**config.mk**
```make
export PLATFORM = sky130hd
export DESIGN_NAME = fetch_target_queue
export DESIGN_NICKNAME = d
export VERILOG_FILES = /design/src/rtl/fetch_target_queue_pkg.sv /design/src/rtl/ftq_entry_regfile.sv /design/src/rtl/fetch_target_queue.sv
export SDC_FILE = /design/constraint.sdc
export NUM_CORES = 1
export LEC_CHECK = 0
export CAP_MARGIN = 20
export CORE_AREA = 2 2 232 234
export DETAILED_ROUTE_END_ITERATION = 10
export DIE_AREA = 0 0 234 236
export PLACE_DENSITY = 0.74
export SYNTH_ARGS = -nofsm -noshare
export SYNTH_HDL_FRONTEND = slang
export SYNTH_SLANG_ARGS = --single-unit
```
**constraint.sdc**
```tcl
create_clock -name Clk -period 15 [get_ports Clk]
set_input_delay 3.75 -clock Clk [delete_from_list [all_inputs] [get_ports Clk]]
set_output_delay 3.75 -clock Clk [all_outputs]
set_load 0.005 [all_outputs]
```
**src/rtl/fetch_target_queue_pkg.sv**
```systemverilog
// Fetch Target Queue shared definitions.
// Holds the default geometry of the queue (depth, address width, fetch-block
// size), the derived index/pointer widths and the two-state controller
// encoding used by fetch_target_queue and ftq_entry_regfile.
package fetch_target_queue_pkg;

    localparam int FtqDepth   = 8;
    localparam int FtqAddrW   = 32;
    localparam int FetchBytes = 16;
    localparam int FtqIdxBus  = $clog2(FtqDepth);
    localparam int FtqPtrBus  = FtqIdxBus + 1;

    typedef enum logic {
        FtqRun   = 1'b0,
        FtqRedir = 1'b1
    } ftqState_e;

endpackage

```
**src/rtl/ftq_entry_regfile.sv**
```systemverilog
// FTQ entry storage: DEPTH x {Pc, Taken, Target}.
// Ports:
//   Clk                                   rising-edge clock (storage is not reset)
//   enqWe/enqIdx/enqPc/enqTaken/enqTarget enqueue write port
//   resWe/resIdx/resTaken/resTarget       resolve-update write port (Pc untouched)
//   fetchIdx -> fetchPc                   async read port for the fetch side
//   resIdx -> resPc/resTakenRd/resTargetRd async read port for the resolve side
module ftq_entry_regfile
    import fetch_target_queue_pkg::*;
#(
    parameter int  DEPTH  = FtqDepth,
    parameter int  ADDR_W = FtqAddrW,
    localparam int IDX_W  = $clog2(DEPTH)
) (
    input  logic              Clk,
    input  logic              enqWe,
    input  logic [IDX_W-1:0]  enqIdx,
    input  logic [ADDR_W-1:0] enqPc,
    input  logic              enqTaken,
    input  logic [ADDR_W-1:0] enqTarget,
    input  logic              resWe,
    input  logic [IDX_W-1:0]  resIdx,
    input  logic              resTaken,
    input  logic [ADDR_W-1:0] resTarget,
    input  logic [IDX_W-1:0]  fetchIdx,
    output logic [ADDR_W-1:0] fetchPc,
    output logic [ADDR_W-1:0] resPc,
    output logic              resTakenRd,
    output logic [ADDR_W-1:0] resTargetRd
);

    logic [ADDR_W-1:0] pcMem     [DEPTH];
    logic              takenMem  [DEPTH];
    logic [ADDR_W-1:0] targetMem [DEPTH];

    always_ff @(posedge Clk) begin
        if (enqWe) begin
            pcMem[enqIdx]     <= enqPc;
            takenMem[enqIdx]  <= enqTaken;
            targetMem[enqIdx] <= enqTarget;
        end
        // Placed last so the resolve update wins on a same-index collision.
        if (resWe) begin
            takenMem[resIdx]  <= resTaken;
            targetMem[resIdx] <= resTarget;
        end
    end

    assign fetchPc     = pcMem[fetchIdx];
    assign resPc       = pcMem[resIdx];
    assign resTakenRd  = takenMem[resIdx];
    assign resTargetRd = targetMem[resIdx];

endmodule

```
**src/rtl/fetch_target_queue.sv**
```systemverilog
// Fetch Target Queue between the BPU and the ICache/backend.
// Buffers predicted fetch blocks, hands them to the ICache in order, checks
// backend resolutions against the stored prediction and on a mispredict
// raises a one-cycle redirect back to the PC-generation stage.
// Ports:
//   Clk, Rest                      clock, asynchronous active-low reset
//   BpuValid/BpuPc/BpuTarget/BpuTaken, BpuReady   enqueue handshake
//   FetchValid/FetchPc/FetchIdx, IfuReady          fetch handshake
//   ResolveValid/ResolveIdx/ResolveTaken/ResolveTarget  backend resolution
//   CommitValid                    retire oldest fetched entry
//   ReDirectAble/ReDirEctPc        redirect pulse and PC
//   FtqFull                        occupancy == DEPTH
// Optional: define FTQ_PERF_EN to add PerfMispredCnt and PerfFullCnt
// (saturating 32-bit counters).
module fetch_target_queue
    import fetch_target_queue_pkg::*;
#(
    parameter int  DEPTH       = FtqDepth,
    parameter int  ADDR_W      = FtqAddrW,
    parameter int  FETCH_BYTES = FetchBytes,
    localparam int IDX_W       = $clog2(DEPTH),
    localparam int PTR_W       = IDX_W + 1
) (
    input  logic              Clk,
    input  logic              Rest,
    input  logic              BpuValid,
    input  logic [ADDR_W-1:0] BpuPc,
    input  logic [ADDR_W-1:0] BpuTarget,
    input  logic              BpuTaken,
    output logic              BpuReady,
    output logic              FetchValid,
    output logic [ADDR_W-1:0] FetchPc,
    output logic [IDX_W-1:0]  FetchIdx,
    input  logic              IfuReady,
    input  logic              ResolveValid,
    input  logic [IDX_W-1:0]  ResolveIdx,
    input  logic              ResolveTaken,
    input  logic [ADDR_W-1:0] ResolveTarget,
    input  logic              CommitValid,
    output logic              ReDirectAble,
    output logic [ADDR_W-1:0] ReDirEctPc,
    output logic              FtqFull
`ifdef FTQ_PERF_EN
   ,output logic [31:0]       PerfMispredCnt,
    output logic [31:0]       PerfFullCnt
`endif
);

    logic [PTR_W-1:0]  enqPtr;
    logic [PTR_W-1:0]  fetchPtr;
    logic [PTR_W-1:0]  commitPtr;
    ftqState_e         state;
    logic [ADDR_W-1:0] redirPc;

    logic [PTR_W-1:0]  occupancy;
    logic [IDX_W-1:0]  resOffset;
    logic [PTR_W-1:0]  resPtr;
    logic [PTR_W-1:0]  redirPtr;
    logic              resolveLive;
    logic              mispredict;
    logic              enqFire;
    logic              fetchFire;
    logic              commitFire;
    logic [ADDR_W-1:0] fetchRdPc;
    logic [ADDR_W-1:0] resRdPc;
    logic              resRdTaken;
    logic [ADDR_W-1:0] resRdTarget;
    logic [ADDR_W-1:0] resWrTarget;

    assign occupancy    = enqPtr - commitPtr;
    assign FtqFull      = (occupancy == PTR_W'(DEPTH));
    assign BpuReady     = (state == FtqRun) && !FtqFull;
    assign FetchValid   = (state == FtqRun) && (fetchPtr != enqPtr);
    assign FetchIdx     = fetchPtr[IDX_W-1:0];
    // Storage is not reset, so the PC is masked whenever nothing is valid.
    assign FetchPc      = FetchValid ? fetchRdPc : '0;
    assign ReDirectAble = (state == FtqRedir);
    assign ReDirEctPc   = redirPc;

    // A resolve is live when its distance from Commit (mod DEPTH) is below
    // the occupancy; that distance also rebuilds the entry's full pointer,
    // so the wrap bit comes out in the same frame as Enq.
    assign resOffset   = ResolveIdx - commitPtr[IDX_W-1:0];
    assign resolveLive = ResolveValid && ({1'b0, resOffset} < occupancy);
    assign resPtr      = commitPtr + {1'b0, resOffset};
    assign redirPtr    = resPtr + PTR_W'(1);

    assign mispredict  = resolveLive &&
                         ((ResolveTaken != resRdTaken) ||
                          (ResolveTaken && (ResolveTarget != resRdTarget)));
    // A not-taken outcome keeps the old target so a correct resolve is a no-op.
    assign resWrTarget = ResolveTaken ? ResolveTarget : resRdTarget;

    // Enqueue on a mispredict cycle is on the wrong path and is dropped.
    assign enqFire     = BpuValid && BpuReady && !mispredict;
    assign fetchFire   = FetchValid && IfuReady;
    assign commitFire  = CommitValid && (commitPtr != fetchPtr);

    ftq_entry_regfile #(
        .DEPTH  (DEPTH),
        .ADDR_W (ADDR_W)
    ) uRegfile (
        .Clk         (Clk),
        .enqWe       (enqFire),
        .enqIdx      (enqPtr[IDX_W-1:0]),
        .enqPc       (BpuPc),
        .enqTaken    (BpuTaken),
        .enqTarget   (BpuTarget),
        .resWe       (resolveLive),
        .resIdx      (ResolveIdx),
        .resTaken    (ResolveTaken),
        .resTarget   (resWrTarget),
        .fetchIdx    (fetchPtr[IDX_W-1:0]),
        .fetchPc     (fetchRdPc),
        .resPc       (resRdPc),
        .resTakenRd  (resRdTaken),
        .resTargetRd (resRdTarget)
    );

    always_ff @(posedge Clk or negedge Rest) begin
        if (!Rest) begin
            state     <= FtqRun;
            enqPtr    <= '0;
            fetchPtr  <= '0;
            commitPtr <= '0;
            redirPc   <= '0;
        end else begin
            if (mispredict) begin
                state    <= FtqRedir;
                enqPtr   <= redirPtr;
                fetchPtr <= redirPtr;
                redirPc  <= ResolveTaken ? ResolveTarget
                                         : resRdPc + ADDR_W'(FETCH_BYTES);
            end else begin
                state <= FtqRun;
                if (enqFire) begin
                    enqPtr <= enqPtr + PTR_W'(1);
                end
                if (fetchFire) begin
                    fetchPtr <= fetchPtr + PTR_W'(1);
                end
            end
            if (commitFire) begin
                commitPtr <= commitPtr + PTR_W'(1);
            end
        end
    end

`ifdef FTQ_PERF_EN
    function automatic logic [31:0] satInc(input logic [31:0] v, input logic en);
        return (en && (v != '1)) ? v + 32'd1 : v;
    endfunction

    always_ff @(posedge Clk or negedge Rest) begin
        if (!Rest) begin
            PerfMispredCnt <= '0;
            PerfFullCnt    <= '0;
        end else begin
            PerfMispredCnt <= satInc(PerfMispredCnt, mispredict);
            PerfFullCnt    <= satInc(PerfFullCnt, BpuValid && FtqFull);
        end
    end
`endif

endmodule

```
==> impl_metrics.csv <==
group,metric,value,unit
cts,cts_buffer_depth,3,
critical_path,path_cells,"buf_4 -> buf_4 -> nor2b_1 -> buf_4 -> a221oi_1 -> o21ai_1 -> xnor2_1 -> nand4_1 -> or4_1 -> o31ai_2 -> buf_4 -> inv_6 -> o21ai_4 -> buf_4",
synth,async_reset_ff_share,7.96,%
drt,vias_per_cell,6.53,
final_layout,diodes,0,
timing,hold_ws,0.513,ns
die,core,53100,µm²
cts,postCtsSetupRepairBufs,0,
timing,max_freq,112,MHz
timing,worst_pin_slew,1.14,ns
cts,cts-root-buf,"clkbuf_16",
critical_path,slowest_delay,0.69,ns
critical_path,cp.arrival,9.20,ns
timing,fin_crit_sh,59.6,%
final_layout,final_common_cell,"edfxtp_1",
final_layout,final_cell_mix,"edfxtp_1, nand2_1, clkdlybuf4s50_1",
die,dieArea,55200,µm²
synth,yosysUniqueCellTypes,87,
cts,post_cts_resized,0,
synth,ys_warn_count,0,
pwr,internal_power,0.00380,W
synth,syn_area,28800,µm²
timing,drv_slew,0,
synth,synthFlopType,"edfxtp_1",
drt,ant_nets,0,
critical_path,cp.required,15.26,ns
critical_path,worst-path-buf-inv,6,
synth,ys_seq_area_share,58.1,%
cts,holdBufCountCts,0,
timing,max_slew_margin,24.2,%
die,pin_count,178,
timing,skew,0.0207,ns
grt,grt_pass1_wl,118,mm
pwr,p_per_area,173,nW/µm²
die,fp-row-count,85,
grt,grt.total_usage,28.9,%
drt,dr.first_iter.drc_count,2688,
drt,vias,19200,
pwr,clock_power_share,23.6,%
cts,htreeDepth,2,
final_layout,drive_gt1_share,17.4,%
timing,setup-violations-final,0,
flow_run,maxCapViolCount,0,
synth,synth_nets,2214,
final_layout,fin_nets,2320,
pwr,pwr-share-seq,40.0,%
timing,hold_violations,0,
die,dieWidth,234,µm
synth,synth-edff-count,520,
cts,tritoncts,"yes",
worst_hold_path,hold_path.class,"flop to flop",
drt,drc_errors,0,
critical_path,path_max_fanout,54,
placement,portBuffers,177,
die,fp.dieH,236,µm
pwr,ir_drop,0.146,mV
pwr,power.leakage,11.5,nW
grt,grt_max_degree,96,
cts,cts_inserted_buffers,55,
timing,rsz0062_at_grt,"no",
pwr,p_switching,0.00187,W
critical_path,worstSetupEndpointType,"flop",
drt,firstDrtPassIters,6,
final_layout,area_growth,13.5,%
placement,hpwl,49.8,mm
critical_path,crit_path_frequent_cell,"buf_4",
synth,synth.avg_cell_area,13.8,µm²
cts,cts_sinks,565,
timing,setup-tns-final,0,ns
die,start_util,54.3,%
status,status,"completed",
pwr,swShare,33.0,%
cts,clk_latency,0.63,ns
cts,clk_pin_slew_worst_paths,0.06,ns
critical_path,path_delay_family,"buffers and inverters",
grt,antenna_found_initial,0,
grt,grt-ovfl-total,0,
timing,layout_min_cycle_time,8.94,ns
drt,post_drt_wl_per_cell,27.3,µm
pwr,power_frac_comb,36.4,%
critical_path,cp_slowest_cell,"buf_4",
synth,postSynthCellCount,2091,
drt,wl,80.0,mm
grt,grt_pass1_vias,18500,
placement,place_congestion,0.902,
critical_path,critical_path_class,"input pin to flop",
critical_path,startpoint_type,"input pin",
synth,ys_ff_latch,565,
-- power by group through the flow --
stage	clock [W]	combinational, W	sequential, W
4_1_cts	0.00135	0.00206	0.00227
5_1_grt	0.00141	0.00220	0.00229
2_1_floorplan	0	0.00133	0.00223
6_report	0.00134	0.00206	0.00227
3_3_place_gp	0	0.00201	0.00228
3_5_place_dp	0	0.00205	0.00230
-- layout make-up --
class / instances / area (µm²)
multi-input cells: 1323 / 11200
well taps: 696 / 871
fillers: 3885 / 20400
flip-flops and latches: 565 / 16700
inverters: 30 / 118
clock inverters: 18 / 194
repair buffers: 222 / 2110
clock buffers: 83 / 1510
-- worst register-to-register path: cells and delay by family (launching register included) --
family	cells	cell delay, ns
fa+ha+maj	3	0.93
compound gates	5	1.43
simple gates	1	0.08
buf+inv	5	1.40
flops	1	0.52
xor+xnor	1	0.29
-- state kept, by name (all words and copies together), names as in the netlist --
name / cells
uRegfile.takenMem: 8
uRegfile.pcMem: 256
ReDirectAble: 1
enqPtr: 4
commitPtr: 4
fetchPtr: 4
uRegfile.targetMem: 256
ReDirEctPc: 32
-- per-stage QoR --
step	std cells	setup slack (ns)	util, %	area, µm²	power (W)
after floorplan	2091	6.18	-	28800	0.00356
after global placement	2836	5.65	58.4	31000	0.00429
after detailed placement	2836	5.60	58.4	31000	0.00434
after CTS	2937	6.23	61.6	32700	0.00568
after global routing	2937	5.91	61.6	32700	0.00590
final	2937	6.06	61.6	32700	0.00567
-- layer usage --
layer  track usage [%]  vias to the layer above  share of wire, %
li1                  -                     8258                 -
met1              41.6                     9572                40
met2              43.5                     1164                46
met3              5.48                      172                10
met4              11.7                        0               4.2
met5                 0                        -                 0
-- synth_stat cells (39+ instances only) --
master      n  area share, %
o21ai_0   169            2.9
nor2_1    123            1.6
mux2i_1   145            5.0
mux2_2     55            2.1
nand2_1   207            2.7
o21ai_1    39           0.68
a21oi_1    76            1.3
mux4_2    121            9.5
edfxtp_1  520             54
xor2_1     50            1.5
clkbuf_1   79            1.0
dfrtp_1    45            3.9
-- kinds of logic after synthesis --
| kind of cell | after synthesis | share of synthesized area [%] |
|---|---|---|
| flip-flops | 565 | 58.1 |
| AO/OA/AOI/OAI | 435 | 9.30 |
| AND/OR/NAND/NOR | 428 | 6.84 |
| multiplexers | 366 | 18.8 |
| buffers and inverters | 203 | 3.82 |
| XOR/XNOR | 78 | 2.37 |
| adder cells (fa/ha/maj) | 16 | 0.773 |
-- worst paths after layout --
kind	startpoint	endpoint	slack, ns	depth (start not counted)
hold reg to reg	ReDirEctPc[31]	ReDirEctPc[31]	0.51	1
min in group asynchronous	Rest	ReDirEctPc[0]	3.22	2
setup reg to reg	enqPtr[0]	uRegfile.targetMem[4][11]	10.01	15
setup / recovery	ResolveIdx[1]	uRegfile.targetMem[4][11]	6.06	14
max in group asynchronous	Rest	fetchPtr[0]	11.28	2
hold / removal	ReDirEctPc[31]	ReDirEctPc[31]	0.51	1
Note: power is estimated with default switching activity, not from simulation.
